<file path="src/rtl/sc_io_pkg.sv">
// Shared constants for the key/switch input conditioner.
// Used by sc_debounce_bit and sc_key_sw_conditioner (see SC_IO_SW_DEBOUNCE_EN there).
package sc_io_pkg;

  localparam int   SC_IO_DEBOUNCE_DEFAULT = 500000;
  localparam int   SC_IO_NKEYS            = 3;
  localparam int   SC_IO_NSW              = 10;
  localparam logic SC_IO_KEY_IDLE         = 1'b1;
  localparam logic SC_IO_SW_IDLE          = 1'b0;

  // Counter width that holds DEBOUNCE_CYCLES-1, never narrower than one bit.
  function automatic int sc_cnt_width(input int cycles);
    return (cycles < 2) ? 1 : $clog2(cycles);
  endfunction

endpackage

</file>
<file path="src/rtl/sc_debounce_bit.sv">
// One input bit: 2-flop synchroniser, consecutive-difference counter and
// accepted (stable) level with single-cycle rise/fall acceptance pulses.
module sc_debounce_bit
  import sc_io_pkg::*;
#(
  parameter int   DEBOUNCE_CYCLES = SC_IO_DEBOUNCE_DEFAULT,
  parameter logic RESET_LEVEL     = 1'b0
) (
  input  logic clock,
  input  logic reset,
  input  logic din,
  output logic stable,
  output logic rise,
  output logic fall
);

  localparam int              CW       = sc_cnt_width(DEBOUNCE_CYCLES);
  localparam logic [CW-1:0]   CNT_LAST = CW'(DEBOUNCE_CYCLES - 1);
  localparam logic [CW-1:0]   CNT_ONE  = CW'(1);
  localparam logic [CW-1:0]   CNT_ZERO = CW'(0);

  logic          sync1_r;
  logic          sync2_r;
  logic          stable_r;
  logic [CW-1:0] cnt_r;
  logic          accept_s;

  // Two-flop synchroniser for the asynchronous raw input.
  always_ff @(posedge clock or posedge reset) begin
    if (reset) begin
      sync1_r <= RESET_LEVEL;
      sync2_r <= RESET_LEVEL;
    end else begin
      sync1_r <= din;
      sync2_r <= sync1_r;
    end
  end

  // The DEBOUNCE_CYCLES-th differing cycle is the one that commits the new level.
  assign accept_s = (sync2_r != stable_r) && (cnt_r == CNT_LAST);

  // Difference counter and accepted level; the counter clears on acceptance so it never wraps.
  always_ff @(posedge clock or posedge reset) begin
    if (reset) begin
      cnt_r    <= CNT_ZERO;
      stable_r <= RESET_LEVEL;
    end else if (sync2_r == stable_r) begin
      cnt_r    <= CNT_ZERO;
    end else if (accept_s) begin
      cnt_r    <= CNT_ZERO;
      stable_r <= sync2_r;
    end else begin
      cnt_r    <= cnt_r + CNT_ONE;
    end
  end

  assign stable = stable_r;
  assign rise   = accept_s & sync2_r;
  assign fall   = accept_s & ~sync2_r;

endmodule

</file>
<file path="src/rtl/sc_key_sw_conditioner.sv">
// Debounced DE1 keys/switches with sticky key-press pending bits and read-and-clear.
// Optional macro SC_IO_SW_DEBOUNCE_EN: when defined switches are debounced too, else only synchronised.
module sc_key_sw_conditioner
  import sc_io_pkg::*;
#(
  parameter int DEBOUNCE_CYCLES = SC_IO_DEBOUNCE_DEFAULT,
  parameter int NKEYS           = SC_IO_NKEYS,
  parameter int NSW             = SC_IO_NSW
) (
  input  logic             clock,
  input  logic             reset,
  input  logic [NKEYS-1:0] key_raw,
  input  logic [NSW-1:0]   sw_raw,
  input  logic             rd_press,
  output logic [NKEYS-1:0] key_level,
  output logic [NSW-1:0]   sw_level,
  output logic [NKEYS-1:0] press_rdata,
  output logic             irq
);

  logic [NKEYS-1:0] key_stable_s;
  logic [NKEYS-1:0] key_fall_s;
  logic [NKEYS-1:0] key_rise_unused_s;
  logic [NSW-1:0]   sw_stable_s;
  logic [NKEYS-1:0] pend_r;
  logic [NKEYS-1:0] press_rdata_r;

  for (genvar i = 0; i < NKEYS; i++) begin : g_key
    sc_debounce_bit #(
      .DEBOUNCE_CYCLES (DEBOUNCE_CYCLES),
      .RESET_LEVEL     (SC_IO_KEY_IDLE)
    ) u_key (
      .clock  (clock),
      .reset  (reset),
      .din    (key_raw[i]),
      .stable (key_stable_s[i]),
      .rise   (key_rise_unused_s[i]),
      .fall   (key_fall_s[i])
    );
  end

`ifdef SC_IO_SW_DEBOUNCE_EN
  logic [NSW-1:0] sw_rise_unused_s;
  logic [NSW-1:0] sw_fall_unused_s;

  for (genvar j = 0; j < NSW; j++) begin : g_sw
    sc_debounce_bit #(
      .DEBOUNCE_CYCLES (DEBOUNCE_CYCLES),
      .RESET_LEVEL     (SC_IO_SW_IDLE)
    ) u_sw (
      .clock  (clock),
      .reset  (reset),
      .din    (sw_raw[j]),
      .stable (sw_stable_s[j]),
      .rise   (sw_rise_unused_s[j]),
      .fall   (sw_fall_unused_s[j])
    );
  end
`else
  logic [NSW-1:0] sw_sync1_r;
  logic [NSW-1:0] sw_sync2_r;

  // Switch synchroniser only; slide switches are trusted not to need debouncing here.
  always_ff @(posedge clock or posedge reset) begin
    if (reset) begin
      sw_sync1_r <= {NSW{SC_IO_SW_IDLE}};
      sw_sync2_r <= {NSW{SC_IO_SW_IDLE}};
    end else begin
      sw_sync1_r <= sw_raw;
      sw_sync2_r <= sw_sync1_r;
    end
  end

  assign sw_stable_s = sw_sync2_r;
`endif

  // Sticky press bits; a read hands them over and keeps only presses landing on the read edge.
  always_ff @(posedge clock or posedge reset) begin
    if (reset) begin
      pend_r        <= {NKEYS{1'b0}};
      press_rdata_r <= {NKEYS{1'b0}};
    end else if (rd_press) begin
      press_rdata_r <= pend_r;
      pend_r        <= key_fall_s;
    end else begin
      pend_r        <= pend_r | key_fall_s;
    end
  end

  assign key_level   = ~key_stable_s;
  assign sw_level    = sw_stable_s;
  assign press_rdata = press_rdata_r;
  assign irq         = |pend_r;

endmodule
</file>
<file path="config.mk">
export PLATFORM = sky130hd
export DESIGN_NAME = sc_key_sw_conditioner
export DESIGN_NICKNAME = d
export VERILOG_FILES = /design/src/rtl/sc_io_pkg.sv /design/src/rtl/sc_debounce_bit.sv /design/src/rtl/sc_key_sw_conditioner.sv
export SDC_FILE = /design/constraint.sdc
export NUM_CORES = 1
export LEC_CHECK = 0
export CORE_AREA = 2 2 97 80
export DETAILED_ROUTE_END_ITERATION = 8
export DIE_AREA = 0 0 99 82
export GPL_TIMING_DRIVEN = 0
export PLACE_DENSITY = 0.83
export SETUP_SLACK_MARGIN = 0.15
export SYNTH_ARGS = -nofsm -noshare
export SYNTH_HDL_FRONTEND = slang
export SYNTH_SLANG_ARGS = --single-unit
</file>
<file path="constraint.sdc">
create_clock -name clock -period 3.9 [get_ports clock]
set_input_delay 0.78 -clock clock [delete_from_list [all_inputs] [get_ports clock]]
set_output_delay 0.78 -clock clock [all_outputs]
set_load 0.05 [all_outputs]
</file>
Word level (Yosys, flattened, before mapping)
Cells that the tools add are included.

Word-level logic and storage cells: 53. Input port bits: 16. Output and inout port bits: 17. Bits in registers: 92.

Add/subtract/negate cells: 3. Eq/ne operators: 9. Bitwise gates (word level): 11. Reduce and logical (&&, ||, !) cells: 7. Mux-type cells: 7.

Operator list (count): 2-to-1 mux 19 bit (6); adder 19 x 1 -> 19 bit (second input constant) (3); equality test 19 bit (second input constant) (3); inverter 1 bit (6); AND reduction 2 bit (3); AND 1 bit (3); equality test 1 bit (3); logical AND 1 bit (3); 2-to-1 mux 3 bit (1); != test 1 bit (3); inverter 3 bit (1); OR 3 bit (1); OR reduction 3 bit (1).

Logic depth before layout (Yosys ltp)
Gate-level depths: netlist of run 1.

Word-level depth: 5. Gate-level depth with buffers: 6. Mapped depth without buffers: 5.

Cells and area by module
From an unflattened synthesis of run 1, not the netlist that was laid out.

Cells, all modules: 389. Area, all modules: 4314.1 um2.

By module, submodules not included: sc_debounce_bit (seq. area each 554.3 um2, instances 3, area each 1193.6 um2, cells each 117); sc_key_sw_conditioner (seq. area each 650.6 um2, instances 1, area each 733.2 um2, cells each 38).

Least setup slack after synthesis of run 1
No wires, ideal clock.

Path kind: reg-to-reg. Start point: reg g_key[0].u_key.cnt_r[0]. End point: reg g_key[0].u_key.stable_r. Buffers on the path: 0. Setup slack: 2.134 ns. Cell stages (with the launch flop): 5. Arrival: 1.684 ns. Setup time: 0.082 ns. Data required time: 3.818 ns. Clock period less this slack: 1.766 ns. Path through: dfrtp_1 ha_1 nand4_2 or4_4 mux2_4.

Word-level cells in the longest chain between the ends: 3.

Ends and longest elaborated chain: start, declared (RTL line sc_debounce_bit.sv:25) `logic [CW-1:0] cnt_r;`; start signal, assigned (RTL line sc_debounce_bit.sv:53) `cnt_r <= cnt_r + CNT_ONE;`; equality test 19 bit (RTL line sc_debounce_bit.sv:40) `assign accept_s = (sync2_r != stable_r) && (cnt_r == CNT_LAST);`; logical AND 1 bit (RTL line sc_debounce_bit.sv:40); AND reduction 2 bit (no line); end signal, assigned (RTL line sc_debounce_bit.sv:51) `stable_r <= sync2_r;`; end, declared (RTL line sc_debounce_bit.sv:24) `logic stable_r;`.

No other way between the ends. A chain may end at the register's enable or synchronous reset.

Worst setup path in the final report of run 1
Start point: reg pend_r[1]. End point: out irq.

Word-level cells in the longest chain between the ends: 1.

Ends and longest elaborated chain: start, declared (RTL line sc_key_sw_conditioner.sv:25) `logic [NKEYS-1:0] pend_r;`; start signal, assigned (RTL line sc_key_sw_conditioner.sv:80) `pend_r <= {NKEYS{1'b0}};`; start signal, assigned (RTL line sc_key_sw_conditioner.sv:84) `pend_r <= key_fall_s;`; start signal, assigned (RTL line sc_key_sw_conditioner.sv:86) `pend_r <= pend_r | key_fall_s;`; OR reduction 3 bit (RTL line sc_key_sw_conditioner.sv:93) `assign irq = |pend_r;`; end, declared (RTL line sc_key_sw_conditioner.sv:18) `output logic irq`.

No other way between the ends.

==> results of run 1 <==
==> cell families (layout without fill, tap and decap cells) <==
kind of cell,after synthesis,after routing,synth area share
buffers and inverters,21,70,0.0214
AO/OA/AOI/OAI,24,24,0.0494
flip-flops,92,92,0.582
AND/OR/NAND/NOR,163,163,0.220
adder cells (fa/ha/maj),3,3,0.00944
multiplexers,6,6,0.0189
XOR/XNOR,45,45,0.0991
==> state kept, by name, summed over array words and instances (netlist names) <==
signal               cells
g_key.u_key.sync1_r      3
pend_r                   3
press_rdata              3
g_key.u_key.stable       3
sw_sync1_r              10
g_key.u_key.cnt_r       57
sw_level                10
g_key.u_key.sync2_r      3
==> power by group through the flow <==
stage | Clock, W | Sequential [W] | Combinational [W]
after floorplan | 0 | 0.00103 | 0.0000369
after detailed placement | 0 | 0.00101 | 0.0000973
after global placement | 0 | 0.00101 | 0.0000919
after global routing | 0.000694 | 0.000994 | 0.000106
after CTS | 0.000651 | 0.000991 | 0.0000980
final | 0.000636 | 0.000991 | 0.0000957
==> stage by stage <==
stage / instance area (µm²) / std cells / total power (W)
2_1_floorplan: 3980 / 354 / 0.00106
3_3_place_gp: 4410 / 476 / 0.00110
3_5_place_dp: 4440 / 477 / 0.00111
4_1_cts: 4640 / 493 / 0.00174
5_1_grt: 4640 / 493 / 0.00179
6_report: 4640 / 493 / 0.00172
==> cell usage in the layout (no fill, tap or decap), types with 2 or more instances in the layout <==
master | synthesis | layout
nor3_1 | 7 | 7
ha_1 | 3 | 3
nand3b_1 | 2 | 2
o32ai_1 | 2 | 2
xor2_1 | 11 | 11
o31ai_1 | 2 | 2
a31o_1 | 2 | 2
o41ai_4 | 2 | 2
nor2_1 | 52 | 52
clkbuf_8 | 0 | 9
inv_8 | 0 | 4
mux2_4 | 2 | 2
and3_1 | 6 | 6
or3_1 | 3 | 3
mux2_2 | 3 | 3
o21ai_1 | 2 | 2
buf_2 | 2 | 2
nand2_1 | 20 | 20
and2_1 | 4 | 4
nand4_1 | 13 | 13
nor4b_2 | 2 | 2
inv_1 | 17 | 16
nor4_1 | 16 | 16
or4_4 | 2 | 2
or2_1 | 2 | 2
xnor2_1 | 34 | 34
dfstp_2 | 9 | 9
a21oi_1 | 9 | 9
dfrtp_1 | 83 | 83
clkdlybuf4s50_1 | 0 | 32
and4_1 | 3 | 3
or4_1 | 2 | 2
nand3_1 | 21 | 21
nor4bb_1 | 2 | 2
o21ai_0 | 2 | 2
==> worst paths after layout <==
path / start / end / slack (ns) / cells after the start
max: pend_r[1] / irq / 1.26 / 2
min: sw_sync1_r[0] / sw_level[0] / 0.36 / 0
max reg2reg: g_key[2].u_key.cnt_r[0] / g_key[2].u_key.cnt_r[16] / 1.81 / 6
min reg2reg: sw_sync1_r[0] / sw_level[0] / 0.36 / 0
max in group asynchronous: reset / g_key[0].u_key.sync2_r / 2.51 / 3
min in group asynchronous: reset / sw_sync1_r[6] / 0.73 / 2
==> layer usage <==
metal | global-route usage | up-vias | routed length (µm)
met5 | 0 | - | 0
met3 | 0.0672 | 13 | 374
met4 | 0.0575 | 0 | 108
li1 | - | 1328 | -
met2 | 0.323 | 63 | 3500
met1 | 0.252 | 1368 | 3310
==> layout make-up <==
class	instances	area (µm²)
timing repair buffer	33	348
fill	542	2540
tap	90	113
inverter	17	66.3
multi-input combinational	241	1580
buffer	4	21.3
clock inverter	7	77.6
sequential	92	2310
clock buffer	9	124
==> reports/results.ini, run 1 <==
[setup_path]
end_kind=output port
critPathBufInv=1
crit_chain=or3_1, clkdlybuf4s50_1
critPathRequiredTime_ns=3.12
cp-start-kind=flop
cp_top_family=buffers and inverters
crit_slowest_cell=clkdlybuf4s50_1
critPathArrivalTime_ns=1.86
worstPathMaxFanout=3
critical-path-max-stage-delay_ns=0.71
critical_path_class=reg2out

[synthesis]
synth_area_leaders=dfrtp_1, xnor2_1, dfstp_2
syn_avg_cell_area_um2=11.2
syn_inst=354
synth-edff-count=0
synthArstFlopShare=1.00
synth.cell_area_um2=3980
ys_ff_latch=92
ys_top_cells_by_count=dfrtp_1, nor2_1, xnor2_1
synth_top_cell_by_area=dfrtp_1
yosysWarnings=0
yosysSeqAreaShare=0.582
synth_nets=373
yosysMostFrequentCell=dfrtp_1
netlist-cell-type-count=44
synth_ff_type=dfrtp_1
synth_top_area_frac=0.522

[cells_and_area]
num_antenna_cells=0
syn_to_final_growth_pct=16.7
drive_above_1_share=0.107
final_nets=417
post-route-util=0.646

[place]
hpwl_mm=5.15
portBuffers=32
place_congestion=0.839
place_ws_ns=1.65

[timing]
rsz0062_at_grt=no
setup-tns-final_ns=0
setup_viol=0
final_hold_viol_count=0
clock_skew_ns=0.0116
max_freq_ghz=0.378
maxSlewViolCount=0
whs_ns=0.358
period_share=0.678
worst-slew-pin-transition_ns=0.609
fin_crit_ns=2.64
fin_ws_ns=1.26
slew_headroom=0.591

[detailed_routing]
vias=2772
firstDrtPassIters=4
postRouteAntennaNets=0
avgViaCountPerCell=5.62
wl_per_cell_um=14.8
drtIter0Drc=117
routed_wl_mm=7.29
drc_errors=0

[worst_hold_path]
hold_class=reg2reg

[grt]
grt_max_degree=64
grt_usage=0.197
grt_pass1_wl_mm=12.4
antenna_found_initial=0
gr-total-overflow=0
grt_pass1_vias=2709

[clock_tree]
cts_resized=0
numCtsBuffers=9
hold_buffers=0
clkSinkCount=92
path_clk_slew_ns=0.10
cts_tree=done
clockBufferDepth=2
postCtsSetupBuffers=0
htreeDepth=3
clk_latency_ns=0.37
cts-root-buf=clkbuf_8

[power]
p_per_area_nw_per_um2=371
power_frac_seq=0.575
switching_share=0.263
p_sw_w=0.000453
ir_drop_v=0.000260
internal-power_w=0.00127
p_leak_nw=1.89
p_comb_frac=0.056
clkPwrFrac=0.369

[die]
rows=28
die_h_um=82
die_w_um=99
io_pins=33
core_um2=7180
die_area_um2=8120
initial_utilization=0.554

[outcome]
run_status=finished, final reports clean

[run]
maxCapViolations=0

No activity file was read; power rests on OpenSTA's default activity.
==> inputs of run 2 (changes only) <==
Settings changed: CORE_AREA 2 2 97 80 to 2 2 101 84, DIE_AREA 0 0 99 82 to 0 0 103 86, PLACE_DENSITY 0.83 to 0.8.
Clock period 3.9 ns to 2.4 ns, I/O delays scaled along.
==> reports/results.ini, run 2 (same netlist as run 1, synthesis figures left out) <==
[outcome]
run_status=finished, final reports clean

[grt]
grt_pass1_vias=2808
grt_max_degree=40
gr-total-overflow=0
antenna_found_initial=0
grt_usage=0.187
grt_pass1_wl_mm=12.8

[place]
place_congestion=0.829
portBuffers=32
hpwl_mm=5.14
place_ws_ns=0.369

[clock_tree]
cts-root-buf=clkbuf_8
numCtsBuffers=9
path_clk_slew_ns=0.10
clockBufferDepth=2
cts_tree=done
clkSinkCount=92
htreeDepth=3
clk_latency_ns=0.37

[detailed_routing]
vias=2749
firstDrtPassIters=4
wl_per_cell_um=14.3
avgViaCountPerCell=5.37
postRouteAntennaNets=0
routed_wl_mm=7.33
drc_errors=0
drtIter0Drc=69

[power]
p_leak_nw=1.90
ir_drop_v=0.000613
p_per_area_nw_per_um2=601
fin_total_pwr_w=0.00282

[setup_path]
critical_path_class=reg2out
reg2reg_to=g_key[1].u_key.cnt_r[6]
crit_start=g_key[1].u_key.stable
regToRegStartpoint=g_key[1].u_key.cnt_r[0]
rr_worst_depth=5
critPathArrivalTime_ns=1.69
cp-start-kind=flop
crit_end=key_level[1]
worstPathMaxFanout=3
ff2ff_setup_slack_ns=0.36
end_kind=output port
critPathRequiredTime_ns=1.92

[cells_and_area]
regMostFlops=g_key.u_key.cnt_r
multi_input_area_um2=1580
syn_to_final_growth_pct=18.0
num_antenna_cells=0
drive_above_1_share=0.111
final_cell_mix=dfrtp_1, nor2_1, xnor2_1
fillers=635
largest_register_ffs=57
final_common_cell=dfrtp_1
final_nets=418
register_area_um2=2310

[die]
initial_utilization=0.512
die_h_um=86
die_area_um2=8860
rows=29
core_um2=7760
die_w_um=103
io_pins=33

[timing]
whs_ns=0.359
setup-tns-final_ns=0
maxSlewViolCount=0
worst-slew-pin-transition_ns=0.560
final_hold_viol_count=0
slew_headroom=0.626
fin_ws_ns=0.227
period_share=0.906
clock_skew_ns=0.0107
setup_viol=0
fin_crit_ns=2.17
rsz0062_at_grt=no
max_freq_ghz=0.460

[run]
maxCapViolations=0

[worst_hold_path]
hold_class=reg2reg

## run 2: changes by cell type in the layout (fill, tap and decap cells not counted), sizes merged
| cell | previous run | this run |
|---|---|---|
| buf | 4 | 5 |
| clkdlybuf4s50 | 32 | 30 |
| clkinv | 2 | 4 |
| dlygate4sd2 | 0 | 1 |
| dlymetal6s2s | 0 | 1 |
| inv | 21 | 19 |
## run 2: cell type report
class,instances,area share
Sequential cell,92,0.493
Multi-Input combinational cell,241,0.337
Timing Repair Buffer,34,0.0770
Tap cell,108,0.0288
Clock buffer,9,0.0264
Clock inverter,7,0.0189
Inverter,17,0.0144
Buffer,4,0.00453
## run 2: through the flow
step,cell area (µm²),utilization,instances
after floorplan,3980,-,354
after global placement,4440,0.571,494
after detailed placement,4480,0.577,496
after CTS,4690,0.604,512
after global routing,4690,0.605,512
final,4690,0.605,512
## run 2: worst min path at each step
stage	from	end	slack, ns	cells past startpoint
after floorplan	sw_sync1_r[0]	sw_level[0]	0.33	0
after global placement	sw_sync1_r[9]	sw_level[9]	0.33	0
after detailed placement	sw_sync1_r[7]	sw_level[7]	0.34	0
after CTS	g_key[2].u_key.sync1_r	g_key[2].u_key.sync2_r	0.36	0
after global routing	sw_sync1_r[7]	sw_level[7]	0.37	0
final	sw_sync1_r[7]	sw_level[7]	0.36	0
## run 2: power by group
group	internal [W]	switching, W
clock network	0.000422	0.000630
registers	0.00159	0.0000226
logic	0.0000624	0.0000972
## run 2: per-layer routing
layer | track usage | part of all wire
met2 | 0.297 | 0.50
met1 | 0.244 | 0.45
met3 | 0.0619 | 0.049
met4 | 0.0586 | 0.0095
met5 | 0 | 0
## run 2: what timing repair did
item | 4_1_cts | 5_1_grt
resized for setup | 1 | 2
setup endpoints to repair | 1 | 11
hold buffers | 0 | 0
buffers inserted | 0 | 0
endpoints found under the hold margin | 0 | 0
## run 2: critical path, cell delays in order (launching register included)
cell             delay (ns)
dfstp_2                0.57
inv_1                  0.06
clkdlybuf4s50_1        0.70
==> inputs of run 3 (changes only) <==
Settings changed: ABC_CLOCK_PERIOD_IN_PS from default to 2400.
==> results of run 3 <==
Same layout as run 2: the final DEF is identical, and so are final timing and power.
